--- src/rtl/health_manager.sv ---
// Round-level health bookkeeping for both fighters: applies hit damage with
// per-player invulnerability windows and sequences IDLE -> FIGHT -> DRAIN -> KO_HOLD.
module health_manager #(
  parameter logic [8:0]  MAX_HEALTH     = 9'd300,
  parameter logic [31:0] INVULN_CYCLES  = 32'd5_000_000,
  parameter logic [31:0] KO_HOLD_CYCLES = 32'd200_000_000
) (
  input  logic       clk,
  input  logic       rst_n,
  input  logic       round_start,
  input  logic       hit_l,
  input  logic [7:0] dmg_l,
  input  logic       hit_r,
  input  logic [7:0] dmg_r,
  input  logic [8:0] final_health_l,
  input  logic [8:0] final_health_r,
  output logic [8:0] curr_health_l,
  output logic [8:0] curr_health_r,
  output logic       invuln_l,
  output logic       invuln_r,
  output logic       fight_active,
  output logic       ko,
  output logic [1:0] winner,
  output logic       round_over
);

  typedef enum logic [1:0] {
    IDLE,
    FIGHT,
    DRAIN,
    KO_HOLD
  } state_t;

  state_t      state_q, state_d;
  logic [8:0]  health_l_q, health_l_d;
  logic [8:0]  health_r_q, health_r_d;
  logic [31:0] inv_cnt_l_q, inv_cnt_l_d;
  logic [31:0] inv_cnt_r_q, inv_cnt_r_d;
  logic [31:0] hold_q, hold_d;
  logic        invuln_l_q, invuln_l_d;
  logic        invuln_r_q, invuln_r_d;
  logic        fight_active_q, fight_active_d;
  logic        ko_q, ko_d;
  logic [1:0]  winner_q, winner_d;
  logic        round_over_q, round_over_d;

  logic        accept_l, accept_r;
  logic        drained_l, drained_r;

  function automatic logic [8:0] applyDamage(input logic [8:0] health, input logic [7:0] dmg);
    logic [8:0] dmg_ext;
    dmg_ext = {1'b0, dmg};
    return (health > dmg_ext) ? (health - dmg_ext) : 9'd0;
  endfunction

  // A player is "drained" once the bar has visibly caught up with a zero target.
  assign accept_l  = hit_l && (inv_cnt_l_q == 32'd0);
  assign accept_r  = hit_r && (inv_cnt_r_q == 32'd0);
  assign drained_l = (health_l_q != 9'd0) || (final_health_l == 9'd0);
  assign drained_r = (health_r_q != 9'd0) || (final_health_r == 9'd0);

  always_comb begin
    state_d      = state_q;
    health_l_d   = health_l_q;
    health_r_d   = health_r_q;
    inv_cnt_l_d  = (inv_cnt_l_q != 32'd0) ? (inv_cnt_l_q - 32'd1) : 32'd0;
    inv_cnt_r_d  = (inv_cnt_r_q != 32'd0) ? (inv_cnt_r_q - 32'd1) : 32'd0;
    hold_d       = hold_q;
    winner_d     = winner_q;
    round_over_d = 1'b0;

    case (state_q)
      IDLE: begin
        health_l_d = MAX_HEALTH;
        health_r_d = MAX_HEALTH;
        if (round_start) begin
          state_d  = FIGHT;
          winner_d = 2'b00;
        end
      end
      FIGHT: begin
        if (accept_l) begin
          health_l_d  = applyDamage(health_l_q, dmg_l);
          inv_cnt_l_d = INVULN_CYCLES - 32'd1;
        end
        if (accept_r) begin
          health_r_d  = applyDamage(health_r_q, dmg_r);
          inv_cnt_r_d = INVULN_CYCLES - 32'd1;
        end
        if ((health_l_q == 9'd0) || (health_r_q == 9'd0)) begin
          state_d = DRAIN;
        end
      end
      DRAIN: begin
        if (drained_l && drained_r) begin
          state_d  = KO_HOLD;
          winner_d = {health_l_q == 9'd0, health_r_q == 9'd0};
          hold_d   = KO_HOLD_CYCLES - 32'd1;
        end
      end
      KO_HOLD: begin
        if (hold_q == 32'd0) begin
          state_d      = IDLE;
          round_over_d = 1'b1;
          health_l_d   = MAX_HEALTH;
          health_r_d   = MAX_HEALTH;
          inv_cnt_l_d  = 32'd0;
          inv_cnt_r_d  = 32'd0;
        end else begin
          hold_d = hold_q - 32'd1;
        end
      end
      default: state_d = IDLE;
    endcase

    invuln_l_d     = (inv_cnt_l_d != 32'd0);
    invuln_r_d     = (inv_cnt_r_d != 32'd0);
    fight_active_d = (state_d == FIGHT);
    ko_d           = (state_d == KO_HOLD);
  end

  always_ff @(posedge clk or negedge rst_n) begin
    if (!rst_n) begin
      state_q        <= IDLE;
      health_l_q     <= MAX_HEALTH;
      health_r_q     <= MAX_HEALTH;
      inv_cnt_l_q    <= 32'd0;
      inv_cnt_r_q    <= 32'd0;
      hold_q         <= 32'd0;
      invuln_l_q     <= 1'b0;
      invuln_r_q     <= 1'b0;
      fight_active_q <= 1'b0;
      ko_q           <= 1'b0;
      winner_q       <= 2'b00;
      round_over_q   <= 1'b0;
    end else begin
      state_q        <= state_d;
      health_l_q     <= health_l_d;
      health_r_q     <= health_r_d;
      inv_cnt_l_q    <= inv_cnt_l_d;
      inv_cnt_r_q    <= inv_cnt_r_d;
      hold_q         <= hold_d;
      invuln_l_q     <= invuln_l_d;
      invuln_r_q     <= invuln_r_d;
      fight_active_q <= fight_active_d;
      ko_q           <= ko_d;
      winner_q       <= winner_d;
      round_over_q   <= round_over_d;
    end
  end

  assign curr_health_l = health_l_q;
  assign curr_health_r = health_r_q;
  assign invuln_l      = invuln_l_q;
  assign invuln_r      = invuln_r_q;
  assign fight_active  = fight_active_q;
  assign ko            = ko_q;
  assign winner        = winner_q;
  assign round_over    = round_over_q;

endmodule
--- config.mk ---
export PLATFORM = sky130hd
export DESIGN_NAME = health_manager
export DESIGN_NICKNAME = d
export VERILOG_FILES = /design/src/rtl/health_manager.sv
export SDC_FILE = /design/constraint.sdc
export NUM_CORES = 1
export LEC_CHECK = 0
export BUFFER_PORTS_ARGS = -buffer_cell sky130_fd_sc_hd__buf_2
export CAP_MARGIN = 30
export CORE_MARGIN = 1.5
export CORE_UTILIZATION = 60
export DETAILED_ROUTE_END_ITERATION = 7
export PLACE_DENSITY = 0.81
export SYNTH_ARGS = -nofsm -noshare
export SYNTH_HDL_FRONTEND = slang
export SYNTH_SLANG_ARGS = --single-unit
--- constraint.sdc ---
create_clock -name clk -period 4.35 [get_ports clk]
set_input_delay 0.87 -clock clk [delete_from_list [all_inputs] [get_ports clk]]
set_output_delay 0.87 -clock clk [all_outputs]
set_load 0.03 [all_outputs]
==> results by group <==
Run status
  • Status: finished clean

Global routing
  • Vias in the first global route: 6275
  • Global Route Usage Sum: 27.4%
  • First-pass GRT wire length: 28500 um
  • Initial antenna violation count: 0
  • Met1 Usage GRT: 35.5%
  • Met3 Usage GRT: 5.46%
  • Largest net degree at the start of global routing: 69
  • GRT busiest layer: met2
  • M2 GR Usage: 46.1%
  • Overflow left after global routing: 0

Layout
  • Fin area: 8330 um2
  • Layout cells sized above 1: 15.1%
  • Commonest non-fill, non-tap cell in the layout: nor2_1
  • Inserted Diodes: 0
  • Area growth from synthesis to layout: 15.0%
  • Nets: 943
  • Most frequent cells in the layout: 118 x nor2_1, 115 x dfrtp_1, 64 x xnor2_1

Floorplan
  • I/O pin count: 64
  • Row cnt: 39
  • Die width: 113 um
  • Die Height: 113 um
  • Die Area: 12700 um2
  • Initial Util: 62.4%
  • Core area: 11600 um2

CTS
  • Clock latency on the worst-skew pair: 420 ps
  • Post-CTS setup buffers: 0
  • Clock sink total: 123
  • TritonCTS Buffers: 17
  • TritonCTS clock tree: done
  • CTS Buffer Depth: 2
  • CTS H-tree lvls: 4
  • Clock-pin slew on the worst setup and hold paths: 50 ps
  • CTS root buffer: clkbuf_16
  • # hold bufs at CTS: 0
  • CTS resizes: 0

Place
  • Gp weighted congestion: 0.865
  • Post-DP HPWL: 11600 um
  • Port bufs: 63
  • DP Area: 7740 um2

Timing
  • Final hold viol count: 0
  • Worst-Margin Slew: 929 ps
  • Max-slew violations: 0
  • Fin crit share: 78.7%
  • Max-slew headroom: 37.9%
  • Layout Skew: 8.04 ps
  • Min cycle time layout: 3430 ps
  • Setup TNS: 0 ps
  • FMAX: 292 MHz
  • Final setup violation count: 0
  • Hold WS: 502 ps
  • RSZ-0062 raised after global routing: false

Worst setup path
  • Critical Path AT: 3700 ps
  • Worst R2R Start: inv_cnt_r_q[0]$_DFF_PN0_
  • CP startpoint kind: flip-flop
  • FF-to-FF path depth: 10
  • Worst Setup EP: invuln_r$_DFF_PN0_
  • Crit Path Class: reg2reg
  • CP max FO: 7
  • Flop2flop setup slack: 920 ps
  • Worst setup EP type: flip-flop
  • CP startpoint: inv_cnt_r_q[0]$_DFF_PN0_
  • Worst Path Required: 4620 ps
  • Worst reg2reg path endpoint: invuln_r$_DFF_PN0_

Logic synthesis
  • Post-synthesis adder-cell area fraction: 4.87%
  • Synth Cell Area: 7250 um2
  • Yosys cell types: 65
  • Register area share after synthesis: 42.6%
  • #FFs+latches synth: 123
  • Yosys Warn Count: 0
  • Avg Cell Area, Syn: 8.98 um2
  • Simple-gate share of the synthesized area: 25.7%
  • Largest family of logic cells by synthesized area: simple AND/OR/NAND/NOR gates
  • Multiplexer area fraction after synthesis: 0.138%
  • EDFF count, synth: 0
  • Synth Area in Compound Gates: 11.9%
  • Syn Nets: 873
  • Cells after Synth: 807
  • Share of flip-flops with an asynchronous set or reset: 100%
  • XOR/XNOR share of the synthesized area: 11.1%
  • Top_reg_cell synth: dfrtp_1

Route
  • DRT Wirelength: 16500 um
  • Drt first pass iters: 4
  • Via-to-Cell Ratio: 6.05
  • Remaining antenna violation count: 0
  • Wire length per cell: 16.0 um
  • Total number of vias: 6247
  • Drt drc: 0
  • Initial DRC Count: 425

Run
  • Maxcap violations: 0

Min path
  • Worst hold path type: in2async

Power
  • Leak pwr: 0.00372 uW
  • Maximum vdd drop: 280 uV
  • Pwr dens: 320 nW/um2
==> report_power, final <==
group	switching (uW)	total, uW	internal (uW)
Sequential	0	1150	1150
Combinational	58.7	97.1	38.4
Clock	511	1420	910
==> state kept, by name (all words and copies together), names as in the netlist <==
signal,count
round_over,1
fight_active,1
invuln_r,1
inv_cnt_r_q,32
winner,2
hold_q,32
ko,1
curr_health_l,9
state_q,2
curr_health_r,9
invuln_l,1
inv_cnt_l_q,32
==> stage by stage <==
step                power (uW)  setup WS [ps]  util [%]  cells
floorplan                 1210           1330         -    807
global placement          1260           1100      66.7   1001
detailed placement        1260            962      66.7   1001
CTS                       2680            999      71.8   1032
global route              2740            552      71.8   1032
finish                    2660            925      71.8   1032
==> worst max-delay path, stage by stage, from the launching register on <==
cell and delay, ps:
dfrtp_1 420, inv_1 120, ha_1 210, nor3b_1 770
nand4_1 440, or2_2 480, nor3_1 200, xnor2_1 180
nand2_1 90, nor4_1 230, o21ai_0 150
==> area by class of cell <==
| cell class | instances | area [um2] |
|---|---|---|
| Clock buffer | 20 | 447 |
| Clock inverter | 11 | 146 |
| Fill cell | 886 | 3280 |
| Inverter | 41 | 154 |
| Multi-Input combinational cell | 618 | 3890 |
| Sequential cell | 123 | 3090 |
| Tap cell | 143 | 179 |
| Timing Repair Buffer | 76 | 428 |
==> worst min path at each step <==
stage,startpoint,to,slack [ps],cells past startpoint
after floorplan,hold_q[17]$_DFFE_PN0P_,hold_q[17]$_DFFE_PN0P_,490,2
after global placement,curr_health_r[8]$_DFFE_PN1P_,curr_health_r[8]$_DFFE_PN1P_,490,2
after detailed placement,curr_health_r[8]$_DFFE_PN1P_,curr_health_r[8]$_DFFE_PN1P_,500,2
after CTS,curr_health_r[8]$_DFFE_PN1P_,curr_health_r[8]$_DFFE_PN1P_,510,2
after global routing,curr_health_r[8]$_DFFE_PN1P_,curr_health_r[8]$_DFFE_PN1P_,530,2
final,rst_n,inv_cnt_r_q[21]$_DFF_PN0_,500,1
==> synth_stat cells, drive strengths merged, types with 3 or more instances <==
master | instances | share of area, %
dfstp | 8 | 2.9
nand3b | 3 | 0.31
nor3 | 35 | 2.6
nor4b | 3 | 0.36
nand2b | 9 | 0.78
a31oi | 3 | 0.26
nor2 | 119 | 6.3
or3 | 16 | 1.5
a22o | 9 | 1.1
o21a | 4 | 0.41
o21ai | 44 | 3.0
nand3 | 23 | 1.6
xor2 | 28 | 3.4
nor3b | 8 | 0.83
ha | 25 | 4.3
nand4 | 14 | 1.2
or2 | 9 | 0.78
buf | 9 | 0.71
inv | 41 | 2.1
nor2b | 6 | 0.52
clkbuf | 16 | 0.85
dfrtp | 115 | 40
xnor2 | 64 | 7.7
a21oi | 34 | 2.3
nand2 | 61 | 3.3
nor4 | 33 | 3.1
o31ai | 6 | 0.62
a21o | 7 | 0.73
and2 | 3 | 0.29
or4 | 14 | 1.6
and3 | 4 | 0.35
==> cell families after synthesis <==
family	Yosys count
buf+inv	66
fa+ha+maj	27
mux	1
compound gates	135
xor+xnor	92
flops	123
simple gates	363
==> routing by layer <==
layer  vias up  share of wire, %  routed length, um
met5         -                 0                  0
met2       161                50               8170
met4         0               1.7                285
met3        30               4.5                740
met1      3082                44               7300
li1       2974                 -                  -
Note: power is estimated with default switching activity, not from simulation.
